==> src/rtl/mips_multicycle_ctrl.sv <==
// Main control FSM of the multi-cycle MIPS core: sequences PC, memory, IR,
// register file and shared ALU, counts retired instructions, traps on bad encodings.
module mips_multicycle_ctrl #(
  parameter int unsigned COUNT_W = 16
) (
  input  logic               clk,
  input  logic               rst_n,
  input  logic [5:0]         opcode,
  input  logic [5:0]         funct,
  input  logic               zero,
  input  logic               mem_ready,
  output logic               pc_en,
  output logic               iord,
  output logic               mem_write,
  output logic               ir_write,
  output logic               reg_dst,
  output logic               mem_to_reg,
  output logic               reg_write,
  output logic               alu_src_a,
  output logic [1:0]         alu_src_b,
  output logic [2:0]         alu_control,
  output logic [1:0]         pc_src,
  output logic               illegal,
  output logic [3:0]         state,
  output logic [COUNT_W-1:0] instr_count
);

  localparam logic [3:0] S_FETCH   = 4'd0;
  localparam logic [3:0] S_DECODE  = 4'd1;
  localparam logic [3:0] S_MEMADR  = 4'd2;
  localparam logic [3:0] S_MEMRD   = 4'd3;
  localparam logic [3:0] S_MEMWB   = 4'd4;
  localparam logic [3:0] S_MEMWR   = 4'd5;
  localparam logic [3:0] S_EXECUTE = 4'd6;
  localparam logic [3:0] S_ALUWB   = 4'd7;
  localparam logic [3:0] S_BRANCH  = 4'd8;
  localparam logic [3:0] S_ADDIEX  = 4'd9;
  localparam logic [3:0] S_ADDIWB  = 4'd10;
  localparam logic [3:0] S_JUMP    = 4'd11;
  localparam logic [3:0] S_TRAP    = 4'd12;

  localparam logic [5:0] OP_R    = 6'b000000;
  localparam logic [5:0] OP_LW   = 6'b100011;
  localparam logic [5:0] OP_SW   = 6'b101011;
  localparam logic [5:0] OP_BEQ  = 6'b000100;
  localparam logic [5:0] OP_ADDI = 6'b001000;
  localparam logic [5:0] OP_J    = 6'b000010;

  localparam logic [2:0] ALU_AND = 3'b000;
  localparam logic [2:0] ALU_OR  = 3'b001;
  localparam logic [2:0] ALU_ADD = 3'b010;
  localparam logic [2:0] ALU_SUB = 3'b110;
  localparam logic [2:0] ALU_SLT = 3'b111;

  logic [3:0] next_state;
  logic       retire;
  logic       is_sw;
  logic [2:0] r_alu;
  logic       r_legal;

  // R-type funct to ALU operation
  always_comb begin
    r_legal = 1'b1;
    r_alu   = ALU_ADD;
    case (funct)
      6'b100000: r_alu = ALU_ADD;
      6'b100010: r_alu = ALU_SUB;
      6'b100100: r_alu = ALU_AND;
      6'b100101: r_alu = ALU_OR;
      6'b101010: r_alu = ALU_SLT;
      default:   r_legal = 1'b0;
    endcase
  end

  // Next state, retirement strobe and per-state control outputs
  always_comb begin
    next_state  = state;
    retire      = 1'b0;
    pc_en       = 1'b0;
    iord        = 1'b0;
    mem_write   = 1'b0;
    ir_write    = 1'b0;
    reg_dst     = 1'b0;
    mem_to_reg  = 1'b0;
    reg_write   = 1'b0;
    alu_src_a   = 1'b0;
    alu_src_b   = 2'b00;
    alu_control = ALU_ADD;
    pc_src      = 2'b00;
    illegal     = 1'b0;
    case (state)
      S_FETCH: begin
        alu_src_b = 2'b01;
        ir_write  = mem_ready;
        pc_en     = mem_ready;
        if (mem_ready) next_state = S_DECODE;
      end
      S_DECODE: begin
        alu_src_b = 2'b11;
        case (opcode)
          OP_LW, OP_SW: next_state = S_MEMADR;
          OP_R:         next_state = r_legal ? S_EXECUTE : S_TRAP;
          OP_BEQ:       next_state = S_BRANCH;
          OP_ADDI:      next_state = S_ADDIEX;
          OP_J:         next_state = S_JUMP;
          default:      next_state = S_TRAP;
        endcase
      end
      S_MEMADR: begin
        alu_src_a  = 1'b1;
        alu_src_b  = 2'b10;
        next_state = is_sw ? S_MEMWR : S_MEMRD;
      end
      S_MEMRD: begin
        iord = 1'b1;
        if (mem_ready) next_state = S_MEMWB;
      end
      S_MEMWB: begin
        mem_to_reg = 1'b1;
        reg_write  = 1'b1;
        retire     = 1'b1;
        next_state = S_FETCH;
      end
      S_MEMWR: begin
        iord      = 1'b1;
        mem_write = 1'b1;
        if (mem_ready) begin
          retire     = 1'b1;
          next_state = S_FETCH;
        end
      end
      S_EXECUTE: begin
        alu_src_a   = 1'b1;
        alu_control = r_alu;
        next_state  = S_ALUWB;
      end
      S_ALUWB: begin
        reg_dst    = 1'b1;
        reg_write  = 1'b1;
        retire     = 1'b1;
        next_state = S_FETCH;
      end
      S_BRANCH: begin
        alu_src_a   = 1'b1;
        alu_control = ALU_SUB;
        pc_src      = 2'b01;
        pc_en       = zero;
        retire      = 1'b1;
        next_state  = S_FETCH;
      end
      S_ADDIEX: begin
        alu_src_a  = 1'b1;
        alu_src_b  = 2'b10;
        next_state = S_ADDIWB;
      end
      S_ADDIWB: begin
        reg_write  = 1'b1;
        retire     = 1'b1;
        next_state = S_FETCH;
      end
      S_JUMP: begin
        pc_src     = 2'b10;
        pc_en      = 1'b1;
        retire     = 1'b1;
        next_state = S_FETCH;
      end
      S_TRAP: begin
        illegal    = 1'b1;
        next_state = S_TRAP;
      end
      default: begin
        illegal    = 1'b1;
        next_state = S_FETCH;
      end
    endcase
  end

  // lw/sw choice is captured in DECODE so MEMADR does not depend on opcode
  always_ff @(posedge clk or negedge rst_n) begin
    if (!rst_n) begin
      state       <= S_FETCH;
      instr_count <= '0;
      is_sw       <= 1'b0;
    end else begin
      state <= next_state;
      if (retire) instr_count <= instr_count + COUNT_W'(1);
      if (state == S_DECODE) is_sw <= (opcode == OP_SW);
    end
  end

endmodule

==> config.mk <==
export PLATFORM = sky130hd
export DESIGN_NAME = mips_multicycle_ctrl
export DESIGN_NICKNAME = d
export VERILOG_FILES = /design/src/rtl/mips_multicycle_ctrl.sv
export SDC_FILE = /design/constraint.sdc
export NUM_CORES = 1
export LEC_CHECK = 0
export ABC_AREA = 1
export CAP_MARGIN = 30
export CORE_UTILIZATION = 49
export DETAILED_ROUTE_END_ITERATION = 6
export GPL_TIMING_DRIVEN = 0
export HOLD_SLACK_MARGIN = 0.08
export PLACE_DENSITY = 0.85
export SETUP_SLACK_MARGIN = 0.02
export SYNTH_ARGS = -nofsm -noshare
export SYNTH_HDL_FRONTEND = slang
export SYNTH_SLANG_ARGS = --single-unit
==> constraint.sdc <==
create_clock -name clk -period 3.3 [get_ports clk]
set_input_delay 0.33 -clock clk [delete_from_list [all_inputs] [get_ports clk]]
set_output_delay 0.33 -clock clk [all_outputs]
set_load 0.02 [all_outputs]
==> impl_metrics.ini, run 1 <==
[drt]
drc = 0
first_iter_violations = 90
vias = 1658
via_per_inst = 4.93
routedWlPerCell_um = 10.7
ant_nets = 0
drtPass1Iterations = 4
postRouteWirelength_um = 3590

[setup_path]
cp-start-kind = flop
crit_required_ns = 2.97
end_kind = output pin
critical_path.most_common_cell = inv_1
path_cells = inv_1 > nand2_1 > nor2_1 > inv_1 > a21oi_1 > clkdlybuf4s50_1
cp_slowest_stage_delay_ns = 0.61
critPathKind = reg2out
cp_data_arrival_time_ns = 2.09
crit_buf_inv = 3
r2r_slack_ns = 1.72
cp_max_fo = 7
crit_family = buffers and inverters
slowest_stage = clkdlybuf4s50_1

[pwr]
p_per_area_nw_per_um2 = 670
peakVddDrop_mv = 0.323
p_leak_nw = 0.993

[placed_design]
dp_slack_ns = 0.880
port_buffers = 51
gp_congestion = 0.882
hpwl_um = 2920

[synth]
netlist_instances = 237
syn-num-nets = 254
yosys.cell_types.count = 27
seq_area_frac_synth_pct = 33.4
synth_warnings = 0
synth_fa_ha_area_share_pct = 0.796
yosys.area_share.simple_pct = 41.2
synth_top_family_by_area = simple AND/OR/NAND/NOR gates
synth_mux_area_share_pct = 0
syn_avg_cell_area_um2 = 6.63
syn_area_um2 = 1570
yosysTopAreaCell = dfrtp_1
yosysTopAreaCellShare_pct = 33.4
ys_seq_elements = 21
synth_xor_area_share_pct = 7.64
synth_compound_area_share_pct = 5.81
synth.area.top_cells = dfrtp_1 33%, nand2_1 15%, inv_1 9.1%

[layout]
mostFrequentLayoutCells = 62 x nand2_1, 51 x clkdlybuf4s50_1, 38 x inv_1
synthToLayoutAreaGrowth_pct = 37.7
n_fill_cell = 255
seq_area_um2 = 526
multi_input_area_um2 = 872
layout_commonest_cell = nand2_1
layout-drive-gt1-share_pct = 6.85
n_antenna_cell = 0
layout.nets = 310

[sta]
final.min_clock_period_ns = 2.42
setup_viol = 0
worstMarginPinSlew_ns = 0.901
worst_slack_ns = 0.885
hold_viol = 0
fin_tns_setup_ns = 0
fmax_mhz = 414
post-route-period-util_pct = 73.2
slew_headroom_pct = 39.8
rsz0062_at_grt = no
skew_ns = 0.00214
report.final.slew_viol_count = 0

[clock_tree]
cts_made_buffers = 3
root_buffer = clkbuf_4
holdBufCountCts = 0
clockBufferDepth = 2
htreeDepth = 1
cts.sinks = 21
cts_tree = done
cts.repair.resized = 0
clk_latency_ns = 0.30
cts_setup_buffers = 0
clk_pin_slew_worst_paths_ns = 0.11

[floorplanning]
dieHeight_um = 58.6
core_um2 = 3050
fp.dieW_um = 58.6
dieArea_um2 = 3440
pin_count = 52
start_util_pct = 51.5
rows = 20

[global_route]
overflow = 0
grt_start_max_net_pins = 22
grtUsageTotal_pct = 24.3
grt_pass1_vias = 1528
grt_pass1_wl_um = 6460
antenna_found_initial = 0

[job]
drv_cap = 0

[outcome]
status = finished, final reports clean

[hold_path]
worstHoldPathType = in2async
==> registers in the layout, indices dropped and copies added (netlist names) <==
| name | cells |
|---|---|
| instr_count | 16 |
| state | 4 |
| is_sw | 1 |
==> power breakdown <==
group          switching [mW]  internal [mW]  leakage [nW]
Sequential             0.0812          0.314         0.280
Combinational           0.543          0.389         0.699
Clock                  0.0755         0.0472        0.0150
==> through the flow <==
step           hold WS [ns]  std cells  power (mW)  utilization (%)  area [µm²]
3_5_place_dp          0.516        332        1.33             70.0        2140
3_3_place_gp          0.512        332        1.32             70.0        2140
5_1_grt               0.544        336        1.56             70.9        2160
6_report              0.522        336        1.45             70.9        2160
4_1_cts               0.535        336        1.46             70.9        2160
2_1_floorplan        0.0344        237       0.964                -        1570
==> kinds of logic after synthesis <==
family | Yosys count
compound gates | 17
buf+inv | 42
xor+xnor | 12
fa+ha+maj | 1
simple gates | 144
flops | 21
==> Yosys cell counts, drive strengths merged <==
master   n
a211o    1
xor2     8
clkinv   1
inv     39
nand3   24
dfrtp   21
a21oi    1
buf      2
o211ai   1
nor2    39
ha       1
nand4    5
nor4     1
o21ai   14
nor3     8
xnor2    4
nand2   67
==> worst register-to-register path: cells and delay by family, from the launching register on <==
kind / cells / cell delay (ns)
DFF: 1 / 0.48
and+or+nand+nor: 5 / 0.60
AOI/OAI and AO/OA: 1 / 0.05
adders and majority gates: 1 / 0.28
buffers and inverters: 1 / 0.08
==> worst paths after layout <==
check	from	endpoint	cells past startpoint
min in group clk	instr_count[7]	instr_count[7]	1
min	rst_n	state[1]	1
max	state[0]	alu_control[0]	6
max reg2reg	instr_count[0]	instr_count[14]	8
max in group asynchronous	rst_n	instr_count[12]	1
min reg2reg	instr_count[7]	instr_count[7]	1
==> metal layers <==
| layer | vias to the layer above | share of wire, % | global-route usage [%] |
|---|---|---|---|
| met4 | 0 | 1.5 | 7.82 |
| met1 | 751 | 47 | 35.5 |
| met3 | 6 | 5.3 | 5.05 |
| met2 | 50 | 47 | 35.8 |
| met5 | - | 0 | 0 |
| li1 | 851 | - | - |
==> cell type report <==
class	instances	share of cell area, %
Buffer	2	1.04
Clock buffer	4	1.21
Inverter	40	7.00
Multi-Input combinational cell	174	40.3
Sequential cell	21	24.3
Tap cell	44	2.54
Timing Repair Buffer	51	23.6
Note: power is estimated with default switching activity, not from simulation.
==> run 2: changes to the inputs <==
--- a/config.mk
+++ b/config.mk
@@ -7,11 +7,11 @@
 export LEC_CHECK = 0
 export ABC_AREA = 1
 export CAP_MARGIN = 30
-export CORE_UTILIZATION = 49
+export CORE_UTILIZATION = 46
 export DETAILED_ROUTE_END_ITERATION = 6
 export GPL_TIMING_DRIVEN = 0
 export HOLD_SLACK_MARGIN = 0.08
-export PLACE_DENSITY = 0.85
+export PLACE_DENSITY = 0.8
 export SETUP_SLACK_MARGIN = 0.02
 export SYNTH_ARGS = -nofsm -noshare
 export SYNTH_HDL_FRONTEND = slang
==> constraint.sdc (replaced) <==
create_clock -name clk -period 2.4 [get_ports clk]
set_input_delay 0.24 -clock clk [delete_from_list [all_inputs] [get_ports clk]]
set_output_delay 0.24 -clock clk [all_outputs]
set_load 0.02 [all_outputs]
==> impl_metrics.ini, run 2 (synthesis results as in run 1) <==
[layout]
regMostFlops = instr_count
n_fill_cell = 298
layout-drive-gt1-share_pct = 8.90
mostFrequentLayoutCells = 62 x nand2_1, 51 x clkdlybuf4s50_1, 38 x inv_1
largest_reg_flops = 16
fin_util_pct = 69.0
top_regs = instr_count (16), state (4), is_sw (1)
n_antenna_cell = 0
synthToLayoutAreaGrowth_pct = 38.5
final_cell_area_um2 = 2180
fin_cells = 336
layout_commonest_cell = nand2_1
layout.nets = 310

[setup_path]
r2r-end = instr_count[14]
cp_max_fo = 5
cp-start-kind = input pin
crit_required_ns = 2.16
slowest_stage = clkdlybuf4s50_1
r2r-start = instr_count[0]
crit_buf_inv = 3
critical_path.most_common_cell = clkdlybuf4s50_1
crit_path_start = funct[1]
end_kind = output pin
cp_slowest_stage_delay_ns = 0.61
crit_family = buffers and inverters
path_cells = clkdlybuf4s50_1 > inv_1 > nor4_1 > nand3_1 > a21oi_1 > clkdlybuf4s50_1
r2r_cells = 8
critPathKind = in2out
r2r_slack_ns = 0.87
cp_data_arrival_time_ns = 2.01

[sta]
hold_viol = 0
timing.hold.ws_ns = 0.424
worstMarginPinSlew_ns = 0.904
fmax_mhz = 445
slew_headroom_pct = 39.6
final.min_clock_period_ns = 2.25
setup_viol = 0
fin_tns_setup_ns = 0
rsz0062_at_grt = no
post-route-period-util_pct = 93.6
skew_ns = 0.00614
report.final.slew_viol_count = 0
worst_slack_ns = 0.155

[clock_tree]
cts_made_buffers = 3
clk_pin_slew_worst_paths_ns = 0.11
htreeDepth = 1
cts_tree = done
clk_latency_ns = 0.31
cts.sinks = 21
clockBufferDepth = 2
root_buffer = clkbuf_4

[floorplanning]
rows = 20
fp.dieW_um = 60.5
start_util_pct = 49.8
dieArea_um2 = 3650
dieHeight_um = 60.5
core_um2 = 3150
pin_count = 52

[drt]
drtPass1Iterations = 4
first_iter_violations = 107
drc = 0
routedWlPerCell_um = 10.9
postRouteWirelength_um = 3670
ant_nets = 0
vias = 1644
via_per_inst = 4.89

[placed_design]
place_area_um2 = 2140
dp_cells = 332
dp_slack_ns = 0.173
gp_congestion = 0.864
port_buffers = 51
hpwl_um = 2950

[global_route]
overflow = 0
grt_pass1_wl_um = 6070
antenna_found_initial = 0
grt_start_max_net_pins = 22
grt_pass1_vias = 1333
grtUsageTotal_pct = 22.2

[job]
drv_cap = 0

[pwr]
peakVddDrop_mv = 0.577
p_leak_nw = 0.990
p_total_mw = 2.02
p_per_area_nw_per_um2 = 929

[hold_path]
worstHoldPathType = in2async

[outcome]
status = finished, final reports clean
==> run 2: worst max path at each step <==
stage | depth (start not counted) | to
after global routing | 6 | alu_control[0]
final | 6 | alu_control[0]
after CTS | 5 | pc_en
after floorplan | 6 | alu_src_a
after detailed placement | 6 | alu_control[0]
after global placement | 6 | alu_control[0]
==> run 2: layer usage <==
metal	track usage, %	up-vias	wire, µm
met2	32.7	42	1620
li1	-	855	-
met1	33.5	743	1840
met3	4.69	4	161
met4	5.19	0	46
met5	0	-	0
==> run 2: repair_timing <==
item	CTS	global route
endpoints found under the setup margin	0	7
gates resized for setup	0	6
hold buffers	0	0
setup buffers	0	0
==> run 2: where the power goes <==
group          total, mW  switching [mW]  internal (mW)
sequential         0.551           0.117          0.435
clock              0.169           0.104         0.0651
combinational       1.30           0.762          0.539
==> run 2: area by class of cell <==
type | instances | area, µm² | area share, %
buffer | 2 | 22.5 | 1.04
clock buffer | 4 | 26.3 | 1.21
inverter | 40 | 151 | 6.96
multi-input combinational | 174 | 882 | 40.5
sequential | 21 | 528 | 24.3
tap | 44 | 55.1 | 2.53
timing repair buffer | 51 | 510 | 23.5
==> run 3: changes to the inputs <==
--- a/config.mk
+++ b/config.mk
@@ -9,7 +9,6 @@
 export CAP_MARGIN = 30
 export CORE_UTILIZATION = 46
 export DETAILED_ROUTE_END_ITERATION = 6
-export GPL_TIMING_DRIVEN = 0
 export HOLD_SLACK_MARGIN = 0.08
 export PLACE_DENSITY = 0.8
 export SETUP_SLACK_MARGIN = 0.02
==> impl_metrics.ini, run 3 (synthesis results as in run 1) <==
[outcome]
status = finished, final reports clean

[layout]
top_regs = instr_count (16), state (4), is_sw (1)
layout.nets = 309
regMostFlops = instr_count
synthToLayoutAreaGrowth_pct = 37.4
layout_commonest_cell = nand2_1
layout-drive-gt1-share_pct = 8.59
fin_util_pct = 68.5
largest_reg_flops = 16
mostFrequentLayoutCells = 62 x nand2_1, 51 x clkdlybuf4s50_1, 38 x inv_1
n_antenna_cell = 0

[sta]
fin_tns_setup_ns = 0
post-route-period-util_pct = 94.9
hold_viol = 0
worstMarginPinSlew_ns = 0.371
skew_ns = 0.0110
report.final.slew_viol_count = 0
worst_slack_ns = 0.123
setup_viol = 0
timing.hold.ws_ns = 0.238
rsz0062_at_grt = no
fmax_mhz = 439
final.min_clock_period_ns = 2.28
slew_headroom_pct = 75.2

[hold_path]
worstHoldPathType = in2async

[floorplanning]
dieArea_um2 = 3650
rows = 20
core_um2 = 3150
fp.dieW_um = 60.5
pin_count = 52
start_util_pct = 49.8
dieHeight_um = 60.5

[global_route]
grt_start_max_net_pins = 25
use_met2_pct = 33.3
grt_pass1_wl_um = 5890
grtUsageTotal_pct = 21.4
met1_usage_pct = 31.4
overflow = 0
busiest_layer = met2
use_met3_pct = 4.48
antenna_found_initial = 0
grt_pass1_vias = 1366

[drt]
routedWlPerCell_um = 10.5
ant_nets = 0
first_iter_violations = 98
drc = 0
vias = 1616
via_per_inst = 4.82
postRouteWirelength_um = 3520
drtPass1Iterations = 4

[clock_tree]
root_buffer = clkbuf_4
holdBufCountCts = 0
clk_pin_slew_worst_paths_ns = 0.12
cts_setup_buffers = 0
cts_tree = done
clockBufferDepth = 2
htreeDepth = 1
cts.sinks = 21
clk_latency_ns = 0.32
cts_made_buffers = 3
cts.repair.resized = 0

[setup_path]
crit_required_ns = 2.16
end_kind = output pin
critPathKind = reg2out
cp_max_fo = 7
cp_data_arrival_time_ns = 2.04
cp-start-kind = flop

[pwr]
p_total_mw = 1.95
p_leak_nw = 0.986
p_per_area_nw_per_um2 = 902
peakVddDrop_mv = 0.625

[placed_design]
hpwl_um = 2830
port_buffers = 51
dp_slack_ns = 0.200
gp_congestion = 0.871

[job]
drv_cap = 0
==> run 3: cell count changes in the layout (fill, tap and decap cells not counted) <==
cell	change
nor2_1	+1
buf_8	-1
clkbuf_1	-1
nor2_2	-1
clkinv_2	+1
==> run 3: metal layers <==
layer	wire length [µm]	vias up	share of wire, %
li1	-	849	-
met1	1750	723	50
met5	0	-	0
met3	196	2	5.6
met4	19	0	0.54
met2	1550	42	44
==> run 3: critical path: stages, from the launching register on <==
cell             delay [ns]
dfrtp_2                0.48
nor2_2                 0.17
clkinv_2               0.10
nor2_1                 0.20
inv_1                  0.09
nand4_1                0.07
clkdlybuf4s50_1        0.61
==> run 3: area by class of cell <==
type	count	area [µm²]
fill	299	993
multi-input combinational	174	880
sequential	21	528
timing repair buffer	52	518
inverter	40	151
tap	44	55.1
clock buffer	3	22.5
clock inverter	1	5.00
==> run 3: path summary, 6_finish.rpt <==
kind,slack (ns),cells after the start,end,start
min reg2reg,0.54,1,instr_count[6],instr_count[6]
max,0.12,6,alu_src_a,state[0]
max reg2reg,0.81,8,instr_count[4],state[0]
min,0.24,2,instr_count[13],rst_n
min in group clk,0.54,1,instr_count[6],instr_count[6]
max in group asynchronous,1.93,2,state[0],rst_n
==> run 3: report_power, final <==
| group | internal [mW] | leakage (nW) | switching [mW] | total, mW |
|---|---|---|---|---|
| sequential | 0.435 | 0.277 | 0.117 | 0.552 |
| clock | 0.0624 | 0.0177 | 0.114 | 0.176 |
| combinational | 0.493 | 0.691 | 0.727 | 1.22 |
==> run 3: metrics by stage <==
step | std cells | instance area [µm²]
after floorplan | 237 | 1570
after global placement | 331 | 2120
after detailed placement | 331 | 2120
after CTS | 335 | 2150
after global routing | 335 | 2160
final | 335 | 2160
